### src/rtl/pipe_stage_reg.sv
// Pipeline stage register with valid/ready handshake, optional two-entry skid
// buffer, flush-to-bubble and a saturating stall counter.
module pipe_stage_reg #(
  parameter int unsigned       DATA_W = 32,
  parameter logic [DATA_W-1:0] BUBBLE = {DATA_W{1'b0}},
  parameter bit                SKID   = 1'b1,
  parameter int unsigned       CNT_W  = 16
) (
  input  logic              clk,
  input  logic              rst,
  input  logic              flush,
  input  logic              in_valid,
  output logic              in_ready,
  input  logic [DATA_W-1:0] in_data,
  output logic              out_valid,
  input  logic              out_ready,
  output logic [DATA_W-1:0] out_data,
  input  logic              cnt_clr,
  output logic [CNT_W-1:0]  stall_cnt
);

  logic              m_v;
  logic [DATA_W-1:0] m_d;
  logic              acc;
  logic              take;

  assign acc       = in_valid & in_ready;
  assign take      = m_v & out_ready;
  assign out_valid = m_v;
  assign out_data  = m_d;

  if (SKID) begin : g_skid
    logic              s_v;
    logic [DATA_W-1:0] s_d;

    // Ready depends only on skid occupancy, so it never sees out_ready.
    assign in_ready = ~s_v;

    // NOTE: sequential state is written with non-blocking assignments only, so
    // every register samples the pre-edge values of its neighbours.
    always_ff @(posedge clk) begin
      // NOTE: payload registers are reset on purpose: they must hold the safe
      // BUBBLE encoding, not X, whenever the stage is empty.
      if (rst || flush) begin
        m_v <= 1'b0;
        m_d <= BUBBLE;
        s_v <= 1'b0;
        s_d <= BUBBLE;
      end else if (!m_v || take) begin
        if (s_v) begin
          m_v <= 1'b1;
          m_d <= s_d;
          s_v <= acc;
          if (acc) s_d <= in_data;
        end else begin
          m_v <= acc;
          if (acc) m_d <= in_data;
        end
      end else if (acc) begin
        s_v <= 1'b1;
        s_d <= in_data;
      end
    end
  end else begin : g_single
    assign in_ready = out_ready | ~m_v;

    // On take without acc the payload is left in place; only valid drops.
    always_ff @(posedge clk) begin
      if (rst || flush) begin
        m_v <= 1'b0;
        m_d <= BUBBLE;
      end else if (acc) begin
        m_v <= 1'b1;
        m_d <= in_data;
      end else if (take) begin
        m_v <= 1'b0;
      end
    end
  end

  // Flush deliberately leaves the counter alone; only rst and cnt_clr zero it.
  always_ff @(posedge clk) begin
    if (rst || cnt_clr) begin
      stall_cnt <= '0;
    end else if (m_v && !out_ready && stall_cnt != {CNT_W{1'b1}}) begin
      stall_cnt <= stall_cnt + CNT_W'(1);
    end
  end

endmodule

### config.mk
export PLATFORM = sky130hd
export DESIGN_NAME = pipe_stage_reg
export DESIGN_NICKNAME = d
export VERILOG_FILES = /design/src/rtl/pipe_stage_reg.sv
export SDC_FILE = /design/constraint.sdc
export NUM_CORES = 1
export LEC_CHECK = 0
export BUFFER_PORTS_ARGS = -buffer_cell sky130_fd_sc_hd__buf_2
export CAP_MARGIN = 25
export CORE_ASPECT_RATIO = 1.1
export CORE_MARGIN = 10
export CORE_UTILIZATION = 50
export CTS_CLUSTER_SIZE = 10
export DETAILED_ROUTE_END_ITERATION = 12
export GPL_ROUTABILITY_DRIVEN = 0
export PLACE_DENSITY = 0.86
export RECOVER_POWER = 50
export SETUP_SLACK_MARGIN = 0.02
export SYNTH_ARGS = -nofsm -noshare
export SYNTH_HDL_FRONTEND = slang
export SYNTH_SLANG_ARGS = --single-unit
### constraint.sdc
create_clock -name clk -period 4.2 [get_ports clk]
set_input_delay 0.21 -clock clk [delete_from_list [all_inputs] [get_ports clk]]
set_output_delay 0.21 -clock clk [all_outputs]
set_load 0.01 [all_outputs]
======== Yosys cells after proc, flatten, opt, wreduce, memory -nomap -nowiden ========
Index checks and enable logic that the tools add are counted.
word-level totals
  register bits after elaboration ......... 82
  input bits .............................. 38
  output and inout port bits .............. 50
  logic and storage cells ................. 30
cells by class
  add/subtract/negate cells ............... 1
  equality and inequality tests ........... 2
  muxes and demuxes ....................... 9
  bitwise logic cells ..................... 3
  reduce and logical (&&, ||, !) cells .... 10
operators by type and width
  kind                                                              number
  32-bit two-way mux                                                5
  16-bit by 1-bit adder with 16-bit output (second input constant)  1
  16-bit != test (second input constant)                            1
  1-bit two-way mux                                                 4
  2-bit nonzero test                                                2
  1-bit logical OR                                                  3
  1-bit bitwise AND                                                 2
  1-bit logical AND                                                 2
  1-bit zero test                                                   2
  2-bit != test (second input constant)                             1
  2-bit AND reduction                                               1
  1-bit inverter                                                    1

======== Longest topological paths before layout ========
  word-level depth ........................ 5
  gate-level depth with buffers ........... 7
  depth with buffers taken out ............ 5

======== Worst setup path before layout ========
Ideal clock, no wire load.
  path type ............................... register -> register
  from .................................... reg stall_cnt[2]
  to ...................................... reg stall_cnt[15]
  setup time .............................. 70 ps
  arrival ................................. 1773 ps
  required time ........................... 4130 ps
  setup slack ............................. 2358 ps
  cell stages (with the launch flop) ...... 6
  buffers on the path ..................... 1
  period minus slack after synthesis ...... 1842 ps
  path through ............................ dfxtp_1 > nand3_2 > or4_1 > clkbuf_2 > or4_1 > a21oi_1
between the ends
  word-level cells in the longest chain between the ends .. 2
  elaborated cells on any way between the ends .. 3
  classes of those cells .................. add/sub: 1; eq/ne: 1; reduce/logical: 1
ends and longest elaborated chain
  what                                                                                              RTL line  RTL
  start, declared                                                                                   19        output logic [CNT_W-1:0] stall_cnt
  start signal, assigned                                                                            86        stall_cnt <= stall_cnt + CNT_W'(1);
  parallel branches: the longest is 2 deep, another holds 16-bit by 1-bit adder with 16-bit output  n/a
Parallel ways; which one is timed is not known.
A chain may end at the register's enable or synchronous reset.

======== Worst setup path in the final report ========
  from .................................... reg g_skid.s_v
  to ...................................... reg m_d[9], in the netlist out_data[9]
between the ends
  word-level cells in the longest chain between the ends .. 4
  elaborated cells on any way between the ends .. 5
  classes of those cells .................. mux: 1; bitwise: 2; reduce/logical: 2
ends and longest elaborated chain
  what                                  RTL line  RTL
  start, declared                       33        logic s_v;
  start signal, assigned                47        s_v <= 1'b0;
  start signal, assigned                53        s_v <= acc;
  start signal, assigned                60        s_v <= 1'b1;
  1-bit inverter                        37        assign in_ready = ~s_v;
  1-bit bitwise AND                     27        assign acc = in_valid & in_ready;
  2-bit nonzero test (no source line)   n/a
  2-bit AND reduction (no source line)  n/a
  end signal, assigned                  57        if (acc) m_d <= in_data;
  end, declared                         23        logic [DATA_W-1:0] m_d;
Parallel ways exist; a longest one is shown, timed or not.

==> flow_metrics.env <==
export IMPL_status="finished, final reports clean"
export IMPL_cts_sinks=82
export IMPL_yosysMostFrequentCell="dfxtp_1"
export IMPL_clk_latency_ns=0.35
export IMPL_dr_pass1_iters=5
export IMPL_cp_arrival_ns=2.79
export IMPL_peakVddDrop_uv=271
export IMPL_met2_wirelength_mm=4.21
export IMPL_ys_seq_elements=82
export IMPL_critPathKind="reg -> reg"
export IMPL_leakage_nw=1.30
export IMPL_synthFlopType="dfxtp_1"
export IMPL_placed_area_mm2=0.00389
export IMPL_finish_instance_area_mm2=0.00403
export IMPL_final_hold_viol_count=0
export IMPL_final_util_pct=61.1
export IMPL_cts_resized=0
export IMPL_n_antenna_cell=0
export IMPL_tightestPinTransition_ns=1.34
export IMPL_setup_viol=0
export IMPL_cts_setup_buffers=0
export IMPL_synth_cell_types=33
export IMPL_fmax_ghz=0.397
export IMPL_yosysWarnings=0
export IMPL_remaining_drc_errors=0
export IMPL_cap_violations=0
export IMPL_die_x_um=98.5
export IMPL_tns_ns=0
export IMPL_grt_pass1_wl_mm=14.1
export IMPL_ant_nets=0
export IMPL_wl_met1_mm=3.73
export IMPL_core_mm2=0.00659
export IMPL_synth_area_leaders="dfxtp_1 (48%), mux2i_1 (9.8%), nand2_1 (7.9%), a211oi_1 (7.1%), a21oi_1 (6.5%)"
export IMPL_yosysTopAreaCell="dfxtp_1"
export IMPL_maxSlewViolCount=0
export IMPL_grt_max_degree=51
export IMPL_synth_common_cells="dfxtp_1 (82), nand2_1 (71), a21oi_1 (44), nor2_1 (38), mux2i_1 (33)"
export IMPL_worstHoldPathType="in -> reg"
export IMPL_cts_buffers=9
export IMPL_ios=88
export IMPL_rsz0062_at_grt="no"
export IMPL_viasPerCell=5.52
export IMPL_wl_met3_um=651
export IMPL_dieArea_mm2=0.0105
export IMPL_startpoint_type="flip-flop"
export IMPL_syn_nets=429
export IMPL_path_max_fanout=48
export IMPL_portBuffers=87
export IMPL_syn_area_mm2=0.00339
export IMPL_cp_end_kind="flip-flop"
export IMPL_syn_mean_instance_area_um2=8.68
export IMPL_gr_total_overflow=0
export IMPL_dp_hpwl_mm=6.14
export IMPL_synth_edf_count=0
export IMPL_first_global_vias=3001
export IMPL_clock_skew_ns=0.00685
export IMPL_slew_headroom_pct=9.89
export IMPL_synthToLayoutAreaGrowth_pct=19.1
export IMPL_wirelength_mm=8.72
export IMPL_avgRoutedWirePerCell_um=15.8
export IMPL_start_util_pct=51.3
export IMPL_top_layer="met4"
export IMPL_drt_initial_drc_count=154
export IMPL_hold_buffers=0
export IMPL_rows=31
export IMPL_synth_cells=390
export IMPL_p_per_area_mw_per_mm2=372
export IMPL_cts_max_level=3
export IMPL_drive_gt1_share_pct=15.3
export IMPL_synth_top_area_share_pct=48.5
export IMPL_required_ns=4.47
export IMPL_track_usage_pct=16.2
export IMPL_vias=3054
export IMPL_cts_buffer_depth=2
export IMPL_nets=505
export IMPL_cts_root_buf="clkbuf_8"
export IMPL_async_flop_share_pct=0
export IMPL_antenna_found_initial=0
export IMPL_die_height_um=106
export IMPL_clkTransAtPathRegs_ns=0.08
export IMPL_fin_crit_ns=2.52
export IMPL_fin_crit_sh_pct=60.0
export IMPL_cts_tree="done"
export IMPL_seq_area_frac_synth_pct=48.5
[final timing paths]
| kind | startpoint | to | slack (ns) | depth (start not counted) |
|---|---|---|---|---|
| worst min-delay path | in_data[13] | g_skid.s_d[13]$_SDFFE_PP0P_ | 0.1 | 3 |
| worst max register to register | g_skid.s_v$_SDFFE_PP0P_ | out_data[9]$_SDFFE_PP0P_ | 1.68 | 6 |
| worst min register to register | g_skid.s_d[22]$_SDFFE_PP0P_ | g_skid.s_d[22]$_SDFFE_PP0P_ | 0.46 | 2 |
| worst max-delay path | g_skid.s_v$_SDFFE_PP0P_ | out_data[9]$_SDFFE_PP0P_ | 1.68 | 6 |
[per-stage QoR]
step / setup WS, ns / instances / hold slack, ns / total power [mW]
floorplan: 2.36 / 390 / 0.346 / 0.883
global placement: 1.79 / 534 / 0.441 / 0.930
detailed placement: 1.69 / 537 / 0.446 / 0.937
CTS: 1.68 / 553 / 0.0869 / 1.51
global route: 1.43 / 553 / 0.0908 / 1.56
finish: 1.68 / 553 / 0.0968 / 1.50
[power by group]
group / internal, mW / total [mW] / switching, mW
Combinational: 0.0426 / 0.113 / 0.0704
Sequential: 0.793 / 0.802 / 0.00937
Clock: 0.306 / 0.586 / 0.280
[layout by cell type (no fill, tap or decap), drive strengths merged]
cell type and instances:
nor3 2, nand2b 3, xor2 1, or2 5, o21ai 4, nand3b 2, nand4 4, or3 4
o31a 1, inv 3, buf 42, clkinv 1, mux2i 33, bufinv 1, and3 2, nor4 3
o311ai 2, dfxtp 82, nor2b 1, a211oi 32, or4 8, nor2 38, a21oi 44, ha 1
nand3 7, clkinvlp 2, o31ai 6, nand2 71, o21a 1, clkbuf 62, o41ai 3
[registers in the layout (all words and copies together) (netlist names)]
name	cells
out_valid	1
g_skid.s_v	1
out_data	32
g_skid.s_d	32
stall_cnt	16
[per-layer routing]
| metal | track usage (%) | vias up |
|---|---|---|
| met2 | 27.1 | 92 |
| met1 | 18.9 | 1417 |
| met5 | 0 | - |
| met3 | 5.57 | 9 |
| li1 | - | 1536 |
| met4 | 5.53 | 0 |
[worst max-delay path, stage by stage (launching register included)]
cell and delay (ns):
dfxtp_2 0.32, buf_4 0.46, nor2_1 0.21, nor2_4 0.79, buf_4 0.36, nor2_1 0.08
a211oi_1 0.21
[layout make-up]
type	instances	area (µm²)
timing repair buffer	92	438
clock buffer	12	155
fill	615	2560
tap	82	103
inverter	3	11.3
multi-input combinational	278	1630
clock inverter	4	50.0
sequential	82	1640
[logic make-up (layout without fill, tap and decap cells)]
| group | count (synthesis) | after routing | synth area share, % |
|---|---|---|---|
| XOR/XNOR | 1 | 1 | 0.259 |
| buffers and inverters | 30 | 111 | 3.36 |
| multiplexers | 33 | 33 | 9.76 |
| flip-flops | 82 | 82 | 48.5 |
| AND/OR/NAND/NOR | 150 | 150 | 20.2 |
| adder cells (fa/ha/maj) | 1 | 1 | 0.369 |
| AO/OA/AOI/OAI | 93 | 93 | 17.6 |
No activity file was read; power rests on OpenSTA's default activity.
